File: config.mk
export PLATFORM = sky130hd
export DESIGN_NAME = sram_port_arbiter
export DESIGN_NICKNAME = d
export VERILOG_FILES = /design/src/rtl/cpu_mem_pkg.sv /design/src/rtl/sram_port_arbiter.sv
export SDC_FILE = /design/constraint.sdc
export NUM_CORES = 1
export LEC_CHECK = 0
export ABC_AREA = 1
export ABC_CLOCK_PERIOD_IN_PS = 1400
export BUFFER_PORTS_ARGS = -buffer_cell sky130_fd_sc_hd__buf_2
export CORE_AREA = 2 2 105 107
export CTS_CLUSTER_DIAMETER = 40
export DETAILED_ROUTE_END_ITERATION = 12
export DIE_AREA = 0 0 107 109
export PLACE_DENSITY = 0.5
export SKIP_LAST_GASP = 1
export SYNTH_ARGS = -nofsm -noshare
export SYNTH_HDL_FRONTEND = slang
export SYNTH_SLANG_ARGS = --single-unit
File: constraint.sdc
create_clock -name clk -period 1.4 [get_ports clk]
set_input_delay 0.07 -clock clk [delete_from_list [all_inputs] [get_ports clk]]
set_output_delay 0.07 -clock clk [all_outputs]
set_load 0.01 [all_outputs]
File: src/rtl/cpu_mem_pkg.sv
// cpu_mem_pkg: shared CPU/memory-side types and default widths.
//   owner_e     : tag of the response the SRAM returns in the current cycle
//   DEF_ADDR_W  : default byte-address width
//   DEF_DATA_W  : default data width
package cpu_mem_pkg;
    localparam int DEF_ADDR_W = 32;
    localparam int DEF_DATA_W = 32;
    typedef enum logic [1:0] {
        IDLE      = 2'b00,
        RESP_I    = 2'b01,
        RESP_D_RD = 2'b10,
        RESP_D_WR = 2'b11
    } owner_e;
endpackage

File: src/rtl/sram_port_arbiter.sv
// sram_port_arbiter: shares one single-ported synchronous SRAM between inst fetch and data access.
//   clk, resetn                         : clock, synchronous active-low reset
//   i_req/i_addr -> i_addr_ok           : inst read request and same-cycle grant
//   i_data_ok/i_rdata                   : inst read response, one cycle after grant
//   d_req/d_wr/d_wstrb/d_addr/d_wdata   : data request (read or byte-strobed write)
//   d_addr_ok, d_data_ok/d_rdata        : data grant and response (write ack carries zero data)
//   sram_en/sram_wen/sram_addr/sram_wdata/sram_rdata : SRAM port, read data valid one cycle after sram_en
// Data wins collisions unless inst has been denied STARVE_MAX cycles in a row.
module sram_port_arbiter
    import cpu_mem_pkg::*;
#(
    parameter int ADDR_W     = DEF_ADDR_W,
    parameter int DATA_W     = DEF_DATA_W,
    parameter int STARVE_MAX = 4
) (
    input  logic                clk,
    input  logic                resetn,
    input  logic                i_req,
    input  logic [ADDR_W-1:0]   i_addr,
    output logic                i_addr_ok,
    output logic                i_data_ok,
    output logic [DATA_W-1:0]   i_rdata,
    input  logic                d_req,
    input  logic                d_wr,
    input  logic [DATA_W/8-1:0] d_wstrb,
    input  logic [ADDR_W-1:0]   d_addr,
    input  logic [DATA_W-1:0]   d_wdata,
    output logic                d_addr_ok,
    output logic                d_data_ok,
    output logic [DATA_W-1:0]   d_rdata,
    output logic                sram_en,
    output logic [DATA_W/8-1:0] sram_wen,
    output logic [ADDR_W-1:0]   sram_addr,
    output logic [DATA_W-1:0]   sram_wdata,
    input  logic [DATA_W-1:0]   sram_rdata
);
    owner_e     state;
    logic [3:0] starve_cnt;
    logic       force_i, gnt_i, gnt_d;

    // Grants are gated by resetn so nothing reaches the SRAM while in reset.
    assign force_i    = i_req & (starve_cnt == 4'(STARVE_MAX));
    assign gnt_d      = resetn & d_req & ~force_i;
    assign gnt_i      = resetn & i_req & ~gnt_d;
    assign i_addr_ok  = gnt_i;
    assign d_addr_ok  = gnt_d;
    assign sram_en    = gnt_i | gnt_d;
    assign sram_addr  = gnt_d ? (d_addr & ~ADDR_W'(3)) : gnt_i ? i_addr : '0;
    assign sram_wen   = (gnt_d & d_wr) ? d_wstrb : '0;
    assign sram_wdata = sram_en ? d_wdata : '0;

    // State may still hold a stale tag during the first reset cycle, so gate with resetn too.
    assign i_data_ok  = resetn & (state == RESP_I);
    assign d_data_ok  = resetn & ((state == RESP_D_RD) | (state == RESP_D_WR));
    assign i_rdata    = i_data_ok ? sram_rdata : '0;
    assign d_rdata    = (resetn & (state == RESP_D_RD)) ? sram_rdata : '0;

    always_ff @(posedge clk) begin
        if (!resetn) begin
            state      <= IDLE;
            starve_cnt <= '0;
        end else begin
            state      <= gnt_i ? RESP_I : gnt_d ? (d_wr ? RESP_D_WR : RESP_D_RD) : IDLE;
            if (gnt_i | ~i_req)
                starve_cnt <= '0;
            else if (gnt_d && starve_cnt < 4'(STARVE_MAX))
                starve_cnt <= starve_cnt + 4'd1;
        end
    end

    always_ff @(posedge clk) begin
        assert (STARVE_MAX >= 1 && STARVE_MAX <= 15);
    end
endmodule
### Word level (Yosys, flattened, before mapping)

Index checks and enable logic that the tools add are counted.

* flip-flop bits (word level): 6
* output and inout bits: 137

* add/subtract/negate cells: 1
* $lt $le $gt $ge: 1
* equality and inequality tests: 4
* muxes and demuxes: 9
* bitwise logic cells: 16
* reductions and logical operators: 3

Operators with widths (number)
* 2-to-1 mux 32 bit: 5
* AND 1 bit: 9
* adder 4 x 1 -> 4 bit, second input constant: 1
* == test 2 bit, second input constant: 2
* == test 4 x 3 -> 1 bit, second input constant: 1
* less-than comparator 4 x 3 -> 1 bit, second input constant: 1
* 2-to-1 mux 4 bit: 1
* inverter 1 bit: 4
* 2-to-1 mux 1 bit: 3
* bitwise OR 1 bit: 3
* OR reduction 3 bit: 1
* == test 2 x 1 -> 1 bit, second input constant: 1
* OR reduction 2 bit: 1
* logical AND 1 bit: 1

### Depth between registers and ports, before layout

* word-level depth: 8
* gate-level depth with buffers: 10
* depth with buffers taken out: 9

### Worst setup path before layout

No wires, ideal clock.

* path type: register -> output
* start: reg starve_cnt[0]
* end: out sram_wdata[11]
* arrival time: 1.255 ns
* data required time: 1.330 ns
* slack: 0.075 ns
* stages on the path, launching flop included: 11
* path buffers: 1
* cells stage by stage: dfxtp_1 > inv_1 > ha_1 > nand2_1 > clkinv_1 > nand3_2 > nand2_4 > nand2_4 > inv_4 > buf_6 > nor2_1

* cells in the longest elaborated chain, start to end: 8

RTL lines
* from (decl): RTL line sram_port_arbiter.sv:38 `logic [3:0] starve_cnt;`
* from (signal assigned): RTL line sram_port_arbiter.sv:67 `starve_cnt <= starve_cnt + 4'd1;`
* == test 4 x 3 -> 1 bit *: RTL line sram_port_arbiter.sv:42 `assign force_i = i_req & (starve_cnt == 4'(STARVE_MAX));`
* AND 1 bit *: RTL line sram_port_arbiter.sv:42
* inverter 1 bit *: RTL line sram_port_arbiter.sv:43 `assign gnt_d = resetn & d_req & ~force_i;`
* AND 1 bit *: RTL line sram_port_arbiter.sv:43
* inverter 1 bit (no source line)
* AND 1 bit: RTL line sram_port_arbiter.sv:44 `assign gnt_i = resetn & i_req & ~gnt_d;`
* bitwise OR 1 bit *: RTL line sram_port_arbiter.sv:47 `assign sram_en = gnt_i | gnt_d;`
* via sram_en: RTL line sram_port_arbiter.sv:31 `output logic sram_en,`
* 2-to-1 mux 32 bit *: RTL line sram_port_arbiter.sv:50 `assign sram_wdata = sram_en ? d_wdata : '0;`
* to (decl): RTL line sram_port_arbiter.sv:34 `output logic [DATA_W-1:0] sram_wdata,`

The timed path passes the listed nets; every way through them passes the cells marked *.

### Worst setup path after layout

* start: reg starve_cnt[0]
* end: reg starve_cnt[3]

* cells in the longest elaborated chain, start to end: 8
* elaborated cells on any way between the ends: 11
* classes of those cells: add/sub (1); order compare (1); eq/ne (1); bitwise (6); reduce/logical (2)

RTL lines
* == test 4 x 3 -> 1 bit: RTL line sram_port_arbiter.sv:42
* AND 1 bit: RTL line sram_port_arbiter.sv:42
* inverter 1 bit: RTL line sram_port_arbiter.sv:43
* AND 1 bit: RTL line sram_port_arbiter.sv:43
* inverter 1 bit (no source line)
* AND 1 bit: RTL line sram_port_arbiter.sv:44
* bitwise OR 1 bit: RTL line sram_port_arbiter.sv:64 `if (gnt_i | ~i_req)`
* OR reduction 2 bit (no source line)

Several ways; a longest one is shown, not always the timed one.
A chain may end at the register's enable or synchronous reset.

==> metrics <==
Port Buffers 271; pre-CTS WS -0.2253 ns; Setup Skew 0.003750 ns; failing checks setup timing; GRT overflow 0; Seq. cell area 123.9 sq um; setup ws final -0.2562 ns; Multi-input gate area 0.001080 sq mm; Worst Setup SP starve_cnt[0]; # H-tree levels 1; Slew HR 82.24%; Netlist cell types 20; number of synthesized register bits 6; All-Layer GR Usage 11.17%; RSZ-0062 raised after global routing true; Routed Antenna Nets 0; first-pass GRT wire length 10,560 um; Crit Path Category register to register; Max VDD drop 202.3 uV; dpl hpwl 5997 um; Seq/Total Area, Yosys 7.761%; fillers 1,153; root buf cell clkbuf_8; Crit. End Element register; starting density of the core 14.60%; Detailed Route Iter0 Violations 81; commonest non-fill, non-tap cells in the layout buf_2, nor2_1, inv_1, nand2_1, nand3_1; Final Slew Violations 0; Core Region 0.01060 sq mm; Worst Hold Class input port to register; Area Growth Syn to Fin 122.3%; FF-to-FF path depth 13; num rows 38; status complete, but fails checks; nets@finish 749; share of layout cells above drive strength 1 56.58%; post-synthesis async set-or-reset flop share 0%; startpoint types register; number of max-cap violations 0; Slew @ Worst Pin 0.2656 ns; Worst-path clk slew 0.04 ns; critical path endpoint starve_cnt[3]; CTS tree done; vias in the first global route 2,416; minimum clock period 1.656 ns; initial antenna violation count 0; final hold viol count 0; Synth Instances 329; Max Fanout on Critical Path 3; Finish-stage setup viols 90; Initial DRT Pass Iterations 6; Crit path required time 1.51 ns; PwrDens 384.3 mW/mm^2; Clk Latency, worst-skew pair 0.23 ns; DRC Markers 0; FF-to-FF End starve_cnt[3]; Post-synth EDFFs 0; net count after synthesis 468; leading cell type in the layout, fill and taps excluded buf_2; Routed wire per std cell 10.33 um; largest net degree at the start of global routing 33; Num CTS Buffers 3; vias per inst 3.822; synthesized area per cell 4.704 sq um; DRT Wirelength 7724 um; Worst R2R Setup Slack -0.26 ns; mapped cell area 0.001548 sq mm; Post-CTS Hold Fix Bufs 0; fmax 603.8 MHz; die height 109 um; die area 0.01166 sq mm; DR vias 2,859; RR Startpoint starve_cnt[0]; Die W 107 um; IO Pins 274; CTS sink cnt 6; Setup TNS -18.04 ns; RePlAce Congestion 0.7737; Ant. Diodes 0; CTS Buffer Depth 2; Final period util 118.3%; crit path DAT 1.77 ns; Pleak 2.455 nW; synth warn 0; dominant synthesized flop cell dfxtp_1
## registers in the layout (all words and copies together), names as in the netlist
register	flops
starve_cnt	4
state	2
## layer usage
layer / global-route usage [%] / vias to the layer above / wire length, um
met4: 2.968 / 0 / 91
met3: 1.853 / 8 / 537
met2: 23.70 / 140 / 4397
li1: - / 1486 / -
met1: 10.96 / 1225 / 2698
met5: 0 / - / 0
## kinds of logic (layout without fill, tap and decap cells)
kind of cell,count (synthesis),count (layout),share of synthesized area (%)
buf+inv,104,383,31.20
fa+ha+maj,2,2,1.617
compound gates,1,1,0.3231
flops,6,6,7.761
simple gates,215,215,58.53
xor+xnor,1,1,0.5660
## final cells by class
class / instances / share of cell area, %
clock buffers: 3 / 1.200
inverters: 86 / 10.51
multi-input cells: 219 / 31.38
flip-flops and latches: 6 / 3.600
repair inverters: 2 / 0.2909
well taps: 140 / 5.091
repair buffers: 292 / 47.93
## metrics by stage
step	area (sq um)	power, mW	instances	hold slack (ns)	utilization, %
2_1_floorplan	1548	0.5748	329	0.2209	-
3_3_place_gp	3022	0.9455	732	0.3812	28.50
3_5_place_dp	3022	0.9535	732	0.3867	28.50
4_1_cts	3287	1.282	744	0.1547	31.00
5_1_grt	3441	1.424	748	0.1886	32.45
6_report	3441	1.322	748	0.1727	32.45
## worst min-delay path by stage
| stage | startpoint | slack, ns | end | cells past startpoint |
|---|---|---|---|---|
| 3_5_place_dp | i_req | 0.39 | starve_cnt[1] | 3 |
| 3_3_place_gp | i_req | 0.38 | starve_cnt[1] | 3 |
| 4_1_cts | i_req | 0.15 | starve_cnt[0] | 3 |
| 6_report | i_req | 0.17 | starve_cnt[1] | 3 |
| 2_1_floorplan | i_req | 0.22 | starve_cnt[1] | 2 |
| 5_1_grt | i_req | 0.19 | starve_cnt[1] | 3 |
## repair_timing
| action | 4_1_cts | 5_1_grt |
|---|---|---|
| buffers inserted | 7 | 2 |
| pin swaps | 5 | 11 |
| cloned | 2 | 3 |
| endpoints found under the setup margin | 84 | 87 |
| gates resized for setup | 32 | 26 |
| hold endpoints to repair | 0 | 0 |
## synthesized netlist by cell type, types with 2 or more instances
cell / instances / share of area, %
buf_2: 6 / 1.9
buf_4: 3 / 1.5
buf_6: 8 / 5.8
dfxtp_1: 6 / 7.8
ha_1: 2 / 1.6
inv_1: 81 / 20
inv_2: 3 / 0.73
nand2_1: 68 / 16
nand2_4: 2 / 1.5
nand3_1: 31 / 10
nand4_1: 2 / 0.81
nor2_1: 99 / 24
nor2_2: 11 / 4.4
## power by group
part / switching, mW / total (mW) / internal [mW] / leakage (nW)
registers: 0.00414 / 0.183 / 0.179 / 0.0503
clock network: 0.0841 / 0.270 / 0.186 / 0.0216
logic: 0.461 / 0.870 / 0.409 / 2.38
total: 0.549 / 1.32 / 0.773 / 2.46
## worst max-delay path, cell delays in order (launching register included)
cell      delay, ns
dfxtp_2        0.32
inv_2          0.08
ha_4           0.13
nand2_2        0.04
clkinv_2       0.05
nand3_4        0.06
buf_4          0.14
buf_6          0.10
buf_4          0.12
buf_4          0.12
buf_4          0.11
buf_4          0.14
nand3_4        0.07
nor2_1         0.06
No activity file was read; power rests on OpenSTA's default activity.
